<file path="src/rtl/sig_dac_tx_if.sv">
// Sample input and serial DAC pins of the output stage.
// The transmitter sits on the slave side and drives the DAC pins.
interface sig_dac_tx_if;
    logic [15:0] sig;
    logic        en;
    logic        dac_sync;
    logic        dac_sclk;
    logic        dac_din;
    logic        busy;
    logic        frame_done;

    modport master (
        output sig, en,
        input  dac_sync, dac_sclk, dac_din, busy, frame_done
    );

    modport slave (
        input  sig, en,
        output dac_sync, dac_sclk, dac_din, busy, frame_done
    );
endinterface

</file>
<file path="src/rtl/sig_dac_tx.sv">
// Serial DAC transmitter: on each sample tick, captures sig[15:4] and shifts it
// out as a 16-bit SYNC/SCLK/DIN frame with SCLK = clk/2.
module sig_dac_tx #(
    parameter int unsigned SAMPLE_DIV = 40
) (
    input  logic         clk,
    input  logic         rst_n,
    sig_dac_tx_if.slave  bus
);
    localparam int unsigned DIV_W   = 16;
    localparam int unsigned FRAME_W = 16;
    localparam int unsigned BIT_W   = 4;
    localparam int unsigned CODE_W  = 12;
    localparam logic [DIV_W-1:0] DIV_LAST = DIV_W'(SAMPLE_DIV - 1);
    localparam logic [BIT_W-1:0] BIT_LAST = BIT_W'(FRAME_W - 1);

    typedef enum logic {IDLE, SHIFT} state_t;

    state_t             r_state, w_state_d;
    logic [DIV_W-1:0]   r_div_cnt;
    logic [FRAME_W-1:0] r_shreg, w_shreg_d;
    logic [BIT_W-1:0]   r_bit_cnt, w_bit_cnt_d;
    logic               r_phase, w_phase_d;
    logic               r_sync, w_sync_d;
    logic               r_sclk, w_sclk_d;
    logic               r_din, w_din_d;
    logic               r_busy, w_busy_d;
    logic               r_done, w_done_d;
    logic               w_tick;
    logic [FRAME_W-1:0] w_load_word;
    logic               w_unused_lsb;

    // The DAC code is a plain truncation; the low nibble is dropped on purpose.
    assign w_load_word  = {4'b0000, bus.sig[15:FRAME_W-CODE_W]};
    assign w_unused_lsb = ^bus.sig[FRAME_W-CODE_W-1:0];
    assign w_tick       = (r_div_cnt == DIV_LAST);

    // Free-running sample-rate divider, independent of enable and state.
    always_ff @(posedge clk or negedge rst_n) begin
        if (!rst_n) begin
            r_div_cnt <= '0;
        end else if (w_tick) begin
            r_div_cnt <= '0;
        end else begin
            r_div_cnt <= r_div_cnt + DIV_W'(1);
        end
    end

    always_ff @(posedge clk or negedge rst_n) begin
        if (!rst_n) begin
            r_state   <= IDLE;
            r_shreg   <= '0;
            r_bit_cnt <= '0;
            r_phase   <= 1'b0;
            r_sync    <= 1'b1;
            r_sclk    <= 1'b1;
            r_din     <= 1'b0;
            r_busy    <= 1'b0;
            r_done    <= 1'b0;
        end else begin
            r_state   <= w_state_d;
            r_shreg   <= w_shreg_d;
            r_bit_cnt <= w_bit_cnt_d;
            r_phase   <= w_phase_d;
            r_sync    <= w_sync_d;
            r_sclk    <= w_sclk_d;
            r_din     <= w_din_d;
            r_busy    <= w_busy_d;
            r_done    <= w_done_d;
        end
    end

    // Outputs are computed as next values so pins change exactly on the edge.
    always_comb begin
        w_state_d   = r_state;
        w_shreg_d   = r_shreg;
        w_bit_cnt_d = r_bit_cnt;
        w_phase_d   = r_phase;
        w_sync_d    = r_sync;
        w_sclk_d    = r_sclk;
        w_din_d     = r_din;
        w_busy_d    = r_busy;
        w_done_d    = 1'b0;

        case (r_state)
            IDLE: begin
                w_sync_d = 1'b1;
                w_sclk_d = 1'b1;
                w_din_d  = 1'b0;
                w_busy_d = 1'b0;
                if (w_tick && bus.en) begin
                    w_state_d   = SHIFT;
                    w_shreg_d   = w_load_word;
                    w_bit_cnt_d = '0;
                    w_phase_d   = 1'b0;
                    w_sync_d    = 1'b0;
                    w_busy_d    = 1'b1;
                    w_din_d     = w_load_word[FRAME_W-1];
                end
            end
            SHIFT: begin
                w_phase_d = ~r_phase;
                if (!r_phase) begin
                    w_sclk_d = 1'b0;
                end else if (r_bit_cnt == BIT_LAST) begin
                    w_state_d = IDLE;
                    w_sync_d  = 1'b1;
                    w_sclk_d  = 1'b1;
                    w_din_d   = 1'b0;
                    w_busy_d  = 1'b0;
                    w_done_d  = 1'b1;
                end else begin
                    w_shreg_d   = {r_shreg[FRAME_W-2:0], 1'b0};
                    w_bit_cnt_d = r_bit_cnt + BIT_W'(1);
                    w_sclk_d    = 1'b1;
                    w_din_d     = r_shreg[FRAME_W-2];
                end
            end
            default: begin
                w_state_d = IDLE;
            end
        endcase
    end

    assign bus.dac_sync   = r_sync;
    assign bus.dac_sclk   = r_sclk;
    assign bus.dac_din    = r_din;
    assign bus.busy       = r_busy;
    assign bus.frame_done = r_done;
endmodule

</file>
<file path="src/flat_wrapper.sv">
// flat-port wrapper written by rule: the top's interface ports become plain ports
module sig_dac_tx_flat 
#(
    parameter int unsigned SAMPLE_DIV = 40
)
  (clk, rst_n, bus_sig, bus_en, bus_dac_sync, bus_dac_sclk, bus_dac_din, bus_busy, bus_frame_done);
  sig_dac_tx_if bus_i ();
  input  logic clk;
  input  logic rst_n;
  input wire logic [$bits(bus_i.sig)-1:0] bus_sig;
  input wire logic [$bits(bus_i.en)-1:0] bus_en;
  output wire logic [$bits(bus_i.dac_sync)-1:0] bus_dac_sync;
  output wire logic [$bits(bus_i.dac_sclk)-1:0] bus_dac_sclk;
  output wire logic [$bits(bus_i.dac_din)-1:0] bus_dac_din;
  output wire logic [$bits(bus_i.busy)-1:0] bus_busy;
  output wire logic [$bits(bus_i.frame_done)-1:0] bus_frame_done;
  assign bus_i.sig = bus_sig;
  assign bus_i.en = bus_en;
  assign bus_dac_sync = bus_i.dac_sync;
  assign bus_dac_sclk = bus_i.dac_sclk;
  assign bus_dac_din = bus_i.dac_din;
  assign bus_busy = bus_i.busy;
  assign bus_frame_done = bus_i.frame_done;
  sig_dac_tx #(.SAMPLE_DIV(SAMPLE_DIV)) u_core (.clk(clk), .rst_n(rst_n), .bus(bus_i));
endmodule
</file>
<file path="config.mk">
export PLATFORM = sky130hd
export DESIGN_NAME = sig_dac_tx_flat
export DESIGN_NICKNAME = d
export VERILOG_FILES = /design/src/rtl/sig_dac_tx_if.sv /design/src/rtl/sig_dac_tx.sv /design/src/flat_wrapper.sv
export SDC_FILE = /design/constraint.sdc
export NUM_CORES = 1
export LEC_CHECK = 0
export CORE_UTILIZATION = 56
export DETAILED_ROUTE_END_ITERATION = 10
export PLACE_DENSITY = 0.79
export SYNTH_ARGS = -nofsm -noshare
export SYNTH_HDL_FRONTEND = slang
export SYNTH_SLANG_ARGS = --single-unit
</file>
<file path="constraint.sdc">
create_clock -name clk -period 2.3 [get_ports clk]
set_input_delay 0.575 -clock clk [delete_from_list [all_inputs] [get_ports clk]]
set_output_delay 0.575 -clock clk [all_outputs]
set_load 0.005 [all_outputs]
</file>
==> flow_metrics.py, run 1 <==
metrics = {
    "logic_synthesis": {
        "synth_flop_cell": "sky130_fd_sc_hd__dfrtp_1",
        "synthesis_warnings": 0,
        "synth_top_area_cell": "sky130_fd_sc_hd__dfrtp_1",
        "synth.top_cells.by_area": "sky130_fd_sc_hd__dfrtp_1 (45%), sky130_fd_sc_hd__nand3_1 (9.5%), sky130_fd_sc_hd__nand2_1 (5.8%)",
        "syn_nets": 249,
        "mean_post_synth_cell_area_um2": 9.71,
        "yosysMostFrequentCell": "sky130_fd_sc_hd__nand3_1",
        "synth_edf_count": 0,
        "synth_seq_cells": 42,
        "synthesis.area_mm2": 0.00221,
        "async_reset_ff_share_pct": 100,
        "yosysTopAreaCellShare_pct": 45.2,
        "netlist-cell-type-count": 39,
        "number_of_instances_in_the_synthesized_netlist": 228,
        "synth_commonest_cells": "sky130_fd_sc_hd__nand3_1 (42), sky130_fd_sc_hd__dfrtp_1 (40), sky130_fd_sc_hd__nand2_1 (34), sky130_fd_sc_hd__nand4_1 (14), sky130_fd_sc_hd__o221a_2 (11)",
        "synth-seq-area-share_pct": 47.6,
    },
    "clock_tree": {
        "cts.path.max_buffers": 2,
        "post_cts_resized": 0,
        "cts_tree": "built",
        "cts_inserted_buffers": 5,
        "cts-htree-levels": 2,
        "cts-hold-fix-buffers": 0,
        "post_cts_buffers": 0,
        "root_buffer": "sky130_fd_sc_hd__clkbuf_8",
        "tritoncts_num_sinks": 42,
        "clk_latency_ns": 0.29,
        "clk_slew_on_worst_s_h_paths_ns": 0.08,
    },
    "worst_setup_path": {
        "path_max_fanout": 12,
        "crit_path_start_kind": "flip-flop",
        "timing_worst_setup_path_type": "reg2reg",
        "worstPathBufferInverterCount": 0,
        "critical-path-top-delay-family": "simple AND/OR/NAND/NOR gates",
        "path_cells": "ha_1 -> nand3_1 -> nand2_1 -> a311o_1",
        "crit_path_end_kind": "flip-flop",
        "regToRegStartpoint": "u_core.r_bit_cnt[0]",
        "timing.critical_path.from": "u_core.r_bit_cnt[0]",
        "critical_path_arrival_ns": 2.10,
        "worst_path_max_delay_cell": "sky130_fd_sc_hd__a311o_1",
        "cp_slowest_stage_delay_ns": 0.45,
        "required_ns": 2.48,
    },
    "drt": {
        "post_drt_wl_per_cell_um": 15.7,
        "vias": 1828,
        "final_ant_viol_nets": 0,
        "detail_route.vias_per_cell": 6.09,
        "drt_pre_antenna_iters": 4,
        "drt_drc_violations_left": 0,
        "drt_iter0_markers": 157,
        "detail_route.wirelength_um": 4700,
    },
    "hold_path": {
        "min_path_type": "in2async",
    },
    "sta": {
        "max_clock_freq_mhz": 522,
        "final_count_of_pins_violating_max_slew": 0,
        "finalClockSkew_ns": 0.00374,
        "final.setup.worst_slack_ns": 0.386,
        "slew-limit-headroom_pct": 58.3,
        "setup_viol": 0,
        "timing_hold_violations_final": 0,
        "min_period_ns": 1.91,
        "totalNegativeSetupSlack_ns": 0,
        "rsz_0062_raised_after_global_routing": "no",
        "tightestPinTransition_ns": 0.623,
        "hold_ws_ns": 0.241,
        "min_period_over_period_pct": 83.2,
    },
    "power": {
        "power_per_cell_area_mw_per_mm2": 1030,
        "ir_drop_v": 0.000527,
        "standby_leakage_power_nw": 1.13,
    },
    "placed_design": {
        "finalWeightedCongestion": 0.823,
        "hpwlAfterDp_um": 3220,
        "place_worst_setup_slack_ns": 0.386,
        "post-place-cells": 292,
        "port_buffers": 19,
        "postPlaceCellArea_mm2": 0.00249,
    },
    "die": {
        "floorplan.initialDensity_pct": 59.6,
        "fp.dieArea_mm2": 0.00421,
        "ios": 24,
        "die_height_um": 64.9,
        "row_count": 22,
        "fp.dieW_um": 64.9,
        "core_region_area_mm2": 0.00372,
    },
    "job": {
        "maxCapViolations": 0,
    },
    "global_route": {
        "number_of_antenna_violations_at_the_first_check_in_global_routing": 0,
        "gr-usage-all-layers_pct": 25.4,
        "grt_max_degree": 26,
        "grt_pass1_wl_um": 8190,
        "overflow": 0,
        "grt_pass1_vias": 1755,
    },
    "cells_and_area": {
        "instances_no_fill": 300,
        "stdcell_area_mm2": 0.00260,
        "finish.net_count": 272,
        "fillCellCount": 293,
        "layout-area-overhead-vs-synth_pct": 17.3,
        "antenna_cells": 0,
        "fraction_of_layout_cells_with_a_size_suffix_above_1_pct": 15.1,
    },
    "run_status": {
        "outcome": "complete, no violations",
    },
}
==> report_power, final <==
part	internal (mW)	switching (mW)	total, mW
combinational	0.478	0.480	0.958
sequential	0.940	0.198	1.14
clock	0.325	0.248	0.573
==> area by class of cell <==
class	instances	area [um^2]	share of cell area, %
clock inverters	1	30.0	1.16
flip-flops and latches	42	1050	40.6
repair buffers	30	280	10.8
well taps	48	60.1	2.31
clock buffers	7	76.3	2.94
inverters	5	18.8	0.723
multi-input cells	167	1080	41.5
==> sequential cells by signal, indices dropped and copies added, names as in the netlist <==
name and cells:
u_core.r_shreg 15, u_core.r_div_cnt 16, u_core.bus.frame_done 1, u_core.bus.dac_sclk 1, u_core.bus.busy 1, u_core.bus.dac_din 1
u_core.r_state 1, u_core.bus.dac_sync 1, u_core.r_bit_cnt 4, u_core.r_phase 1
==> kinds of logic after synthesis <==
logic type / Yosys count / share of synthesized area (%)
AO/OA/AOI/OAI: 33 / 13.6
flip-flops: 42 / 47.6
multiplexers: 2 / 0.961
buffers and inverters: 19 / 3.73
AND/OR/NAND/NOR: 117 / 27.8
XOR/XNOR: 13 / 5.14
adder cells (fa/ha/maj): 2 / 1.13
==> through the flow <==
stage | util (%) | power (mW)
floorplan | - | 1.79
global placement | 67.0 | 2.05
finish | 69.9 | 2.67
detailed placement | 67.0 | 2.10
CTS | 69.9 | 2.68
global route | 69.9 | 2.86
==> layer usage <==
metal / vias to the layer above / track usage, % / wire (um)
met4: 0 / 10.3 / 84
li1: 886 / - / -
met3: 10 / 5.46 / 165
met2: 36 / 39.8 / 2230
met1: 896 / 33.9 / 2220
met5: - / 0 / 0
==> final timing paths <==
| kind | end | cells after the start | slack [ns] |
|---|---|---|---|
| worst max-delay path | u_core.r_bit_cnt[2] | 4 | 0.39 |
| worst min-delay path | u_core.r_div_cnt[9] | 1 | 0.24 |
| worst max register to register | u_core.r_bit_cnt[2] | 4 | 0.39 |
| worst min register to register | u_core.r_div_cnt[0] | 1 | 0.50 |
| max in group asynchronous | u_core.bus.dac_sync | 2 | 1.50 |
| min in group clk | u_core.r_div_cnt[0] | 1 | 0.50 |
==> layout by cell type, fill, tap and decap left out, types with 2 or more instances in the layout <==
master	synthesis	layout
sky130_fd_sc_hd__nand3_1	42	42
sky130_fd_sc_hd__dfrtp_1	40	40
sky130_fd_sc_hd__nand2_1	34	34
sky130_fd_sc_hd__clkdlybuf4s50_1	0	18
sky130_fd_sc_hd__nand4_1	14	14
sky130_fd_sc_hd__o221a_2	11	11
sky130_fd_sc_hd__nor2_1	10	10
sky130_fd_sc_hd__a22o_1	10	10
sky130_fd_sc_hd__buf_4	0	10
sky130_fd_sc_hd__xor2_1	7	7
sky130_fd_sc_hd__xnor2_1	6	6
sky130_fd_sc_hd__clkbuf_8	0	5
sky130_fd_sc_hd__inv_1	4	4
sky130_fd_sc_hd__nor3_1	3	3
sky130_fd_sc_hd__o21ai_0	3	3
sky130_fd_sc_hd__a21oi_1	3	3
sky130_fd_sc_hd__and3_1	2	2
sky130_fd_sc_hd__and2_1	2	2
sky130_fd_sc_hd__ha_1	2	2
sky130_fd_sc_hd__clkbuf_1	10	2
sky130_fd_sc_hd__dfstp_2	2	2
No activity file was read; power rests on OpenSTA's default activity.
==> inputs of run 2 (changes only) <==
==> constraint.sdc (replaced) <==
create_clock -name clk -period 2 [get_ports clk]
set_input_delay 0.5 -clock clk [delete_from_list [all_inputs] [get_ports clk]]
set_output_delay 0.5 -clock clk [all_outputs]
set_load 0.005 [all_outputs]
==> run 2 against run 1 <==
Effect of this change:
- routed wire length is 2.5% lower
- die area stayed put
- sequential share of layout area is 0.22 points higher
- combinational power is 16% higher
- cell count stayed put
- clock skew is 0.0024 ns lower
- design area is 0.53% lower
- hold slack worse by 0.074 ns
- first-iteration DRC count is 15% higher
- highest routed layer unchanged
==> flow_metrics.py, run 2 (synthesized netlist as in run 1, its figures left out) <==
metrics = {
    "global_route": {
        "grt_pass1_wl_um": 8260,
        "grt_pass1_vias": 1786,
        "met1_routing_resource_usage_after_global_routing_pct": 34.5,
        "globalRoute.busiestLayer": "met2",
        "overflow": 0,
        "grt_max_degree": 26,
        "number_of_antenna_violations_at_the_first_check_in_global_routing": 0,
        "gr-usage-all-layers_pct": 25.9,
        "gr-usage-met3_pct": 5.81,
        "globalRouteMet2Util_pct": 40.8,
    },
    "sta": {
        "max_clock_freq_mhz": 549,
        "finalClockSkew_ns": 0.00137,
        "min_period_over_period_pct": 91.0,
        "hold_ws_ns": 0.167,
        "setup_viol": 0,
        "timing_hold_violations_final": 0,
        "rsz_0062_raised_after_global_routing": "no",
        "totalNegativeSetupSlack_ns": 0,
        "min_period_ns": 1.82,
        "final_count_of_pins_violating_max_slew": 0,
        "slew-limit-headroom_pct": 59.4,
        "tightestPinTransition_ns": 0.603,
    },
    "cells_and_area": {
        "layout-area-overhead-vs-synth_pct": 16.7,
        "largest-register": "u_core.r_div_cnt",
        "largest_register_ffs": 16,
        "final_common_cell": "sky130_fd_sc_hd__nand3_1",
        "antenna_cells": 0,
        "finish.net_count": 272,
        "fraction_of_layout_cells_with_a_size_suffix_above_1_pct": 15.9,
        "layout.cells.most_common_list": "sky130_fd_sc_hd__nand3_1 (42), sky130_fd_sc_hd__dfrtp_1 (40), sky130_fd_sc_hd__nand2_1 (34)",
        "reg_top3": "u_core.r_div_cnt: 16 flops, u_core.r_shreg: 15 flops, u_core.r_bit_cnt: 4 flops",
    },
    "die": {
        "fp.dieW_um": 64.9,
        "fp.dieArea_mm2": 0.00421,
        "row_count": 22,
        "die_height_um": 64.9,
        "floorplan.initialDensity_pct": 59.6,
        "ios": 24,
        "core_region_area_mm2": 0.00372,
    },
    "worst_setup_path": {
        "crit_path_end_kind": "output pin",
        "critical_path_arrival_ns": 1.32,
        "regToRegSetupSlack_ns": 0.19,
        "cp_slowest_stage_delay_ns": 0.53,
        "worstPathBufferInverterCount": 1,
        "required_ns": 1.50,
        "crit_path_start_kind": "flip-flop",
        "worst_path_max_delay_cell": "sky130_fd_sc_hd__dfstp_2",
        "path_cells": "clkdlybuf4s50_1",
        "timing_worst_setup_path_type": "reg2out",
        "critical-path-top-delay-family": "flip-flops",
        "path_max_fanout": 2,
    },
    "power": {
        "standby_leakage_power_nw": 1.13,
        "ir_drop_v": 0.000550,
        "post-layout-total-power_mw": 2.97,
        "power_per_cell_area_mw_per_mm2": 1150,
    },
    "clock_tree": {
        "cts-hold-fix-buffers": 0,
        "cts_tree": "built",
        "cts_inserted_buffers": 5,
        "root_buffer": "sky130_fd_sc_hd__clkbuf_8",
        "clk_slew_on_worst_s_h_paths_ns": 0.08,
        "clk_latency_ns": 0.29,
        "cts.path.max_buffers": 2,
        "post_cts_resized": 0,
        "cts-htree-levels": 2,
        "post_cts_buffers": 0,
        "tritoncts_num_sinks": 42,
    },
    "placed_design": {
        "finalWeightedCongestion": 0.855,
        "hpwlAfterDp_um": 3170,
        "port_buffers": 19,
    },
    "drt": {
        "detail_route.wirelength_um": 4580,
        "detail_route.vias_per_cell": 5.95,
        "drt_iter0_markers": 180,
        "drt_drc_violations_left": 0,
        "post_drt_wl_per_cell_um": 15.3,
        "vias": 1785,
        "final_ant_viol_nets": 0,
        "drt_pre_antenna_iters": 4,
    },
    "hold_path": {
        "min_path_type": "in2async",
    },
    "run_status": {
        "outcome": "complete, no violations",
    },
    "job": {
        "maxCapViolations": 0,
    },
}
==> run 2: cell count changes in the layout (fill, tap and decap cells not counted), sizes merged <==
cell	before	now
bufinv	1	0
clkinv	1	2
==> run 2: power breakdown <==
part / total, mW / switching [mW] / internal (mW)
logic: 1.11 / 0.555 / 0.555
clock network: 0.564 / 0.285 / 0.279
registers: 1.30 / 0.219 / 1.08
==> run 2: layout make-up <==
| type | instances | area [um^2] |
|---|---|---|
| clock buffers | 7 | 86.3 |
| clock inverters | 1 | 5.00 |
| fillers | 295 | 1130 |
| inverters | 5 | 18.8 |
| multi-input cells | 167 | 1080 |
| flip-flops and latches | 42 | 1050 |
| well taps | 48 | 60.1 |
| repair buffers | 30 | 280 |
==> run 2: final timing paths <==
path / startpoint / endpoint / cells past startpoint
setup / recovery: u_core.bus.dac_sync / bus_dac_sync / 1
hold / removal: rst_n / u_core.r_div_cnt[7] / 1
setup reg to reg: u_core.r_div_cnt[0] / u_core.r_bit_cnt[2] / 5
hold reg to reg: u_core.r_div_cnt[15] / u_core.r_div_cnt[15] / 1
max in group asynchronous: rst_n / u_core.bus.dac_sync / 2
min in group clk: u_core.r_div_cnt[15] / u_core.r_div_cnt[15] / 1
==> run 2: routing by layer <==
metal | up-vias | wire length, um
met3 | 9 | 199
met2 | 45 | 2130
met4 | 0 | 76
met1 | 850 | 2180
li1 | 881 | -
met5 | - | 0
==> run 2: metrics by stage <==
step	utilization, %	instances	setup WS (ns)	instance area, um^2
after detailed placement	67.0	292	0.106	2490
after CTS	69.5	300	0.0941	2580
final	69.5	300	0.180	2580
after floorplan	-	228	0.362	2210
after global routing	69.5	300	0.0950	2580
after global placement	67.0	292	0.146	2490
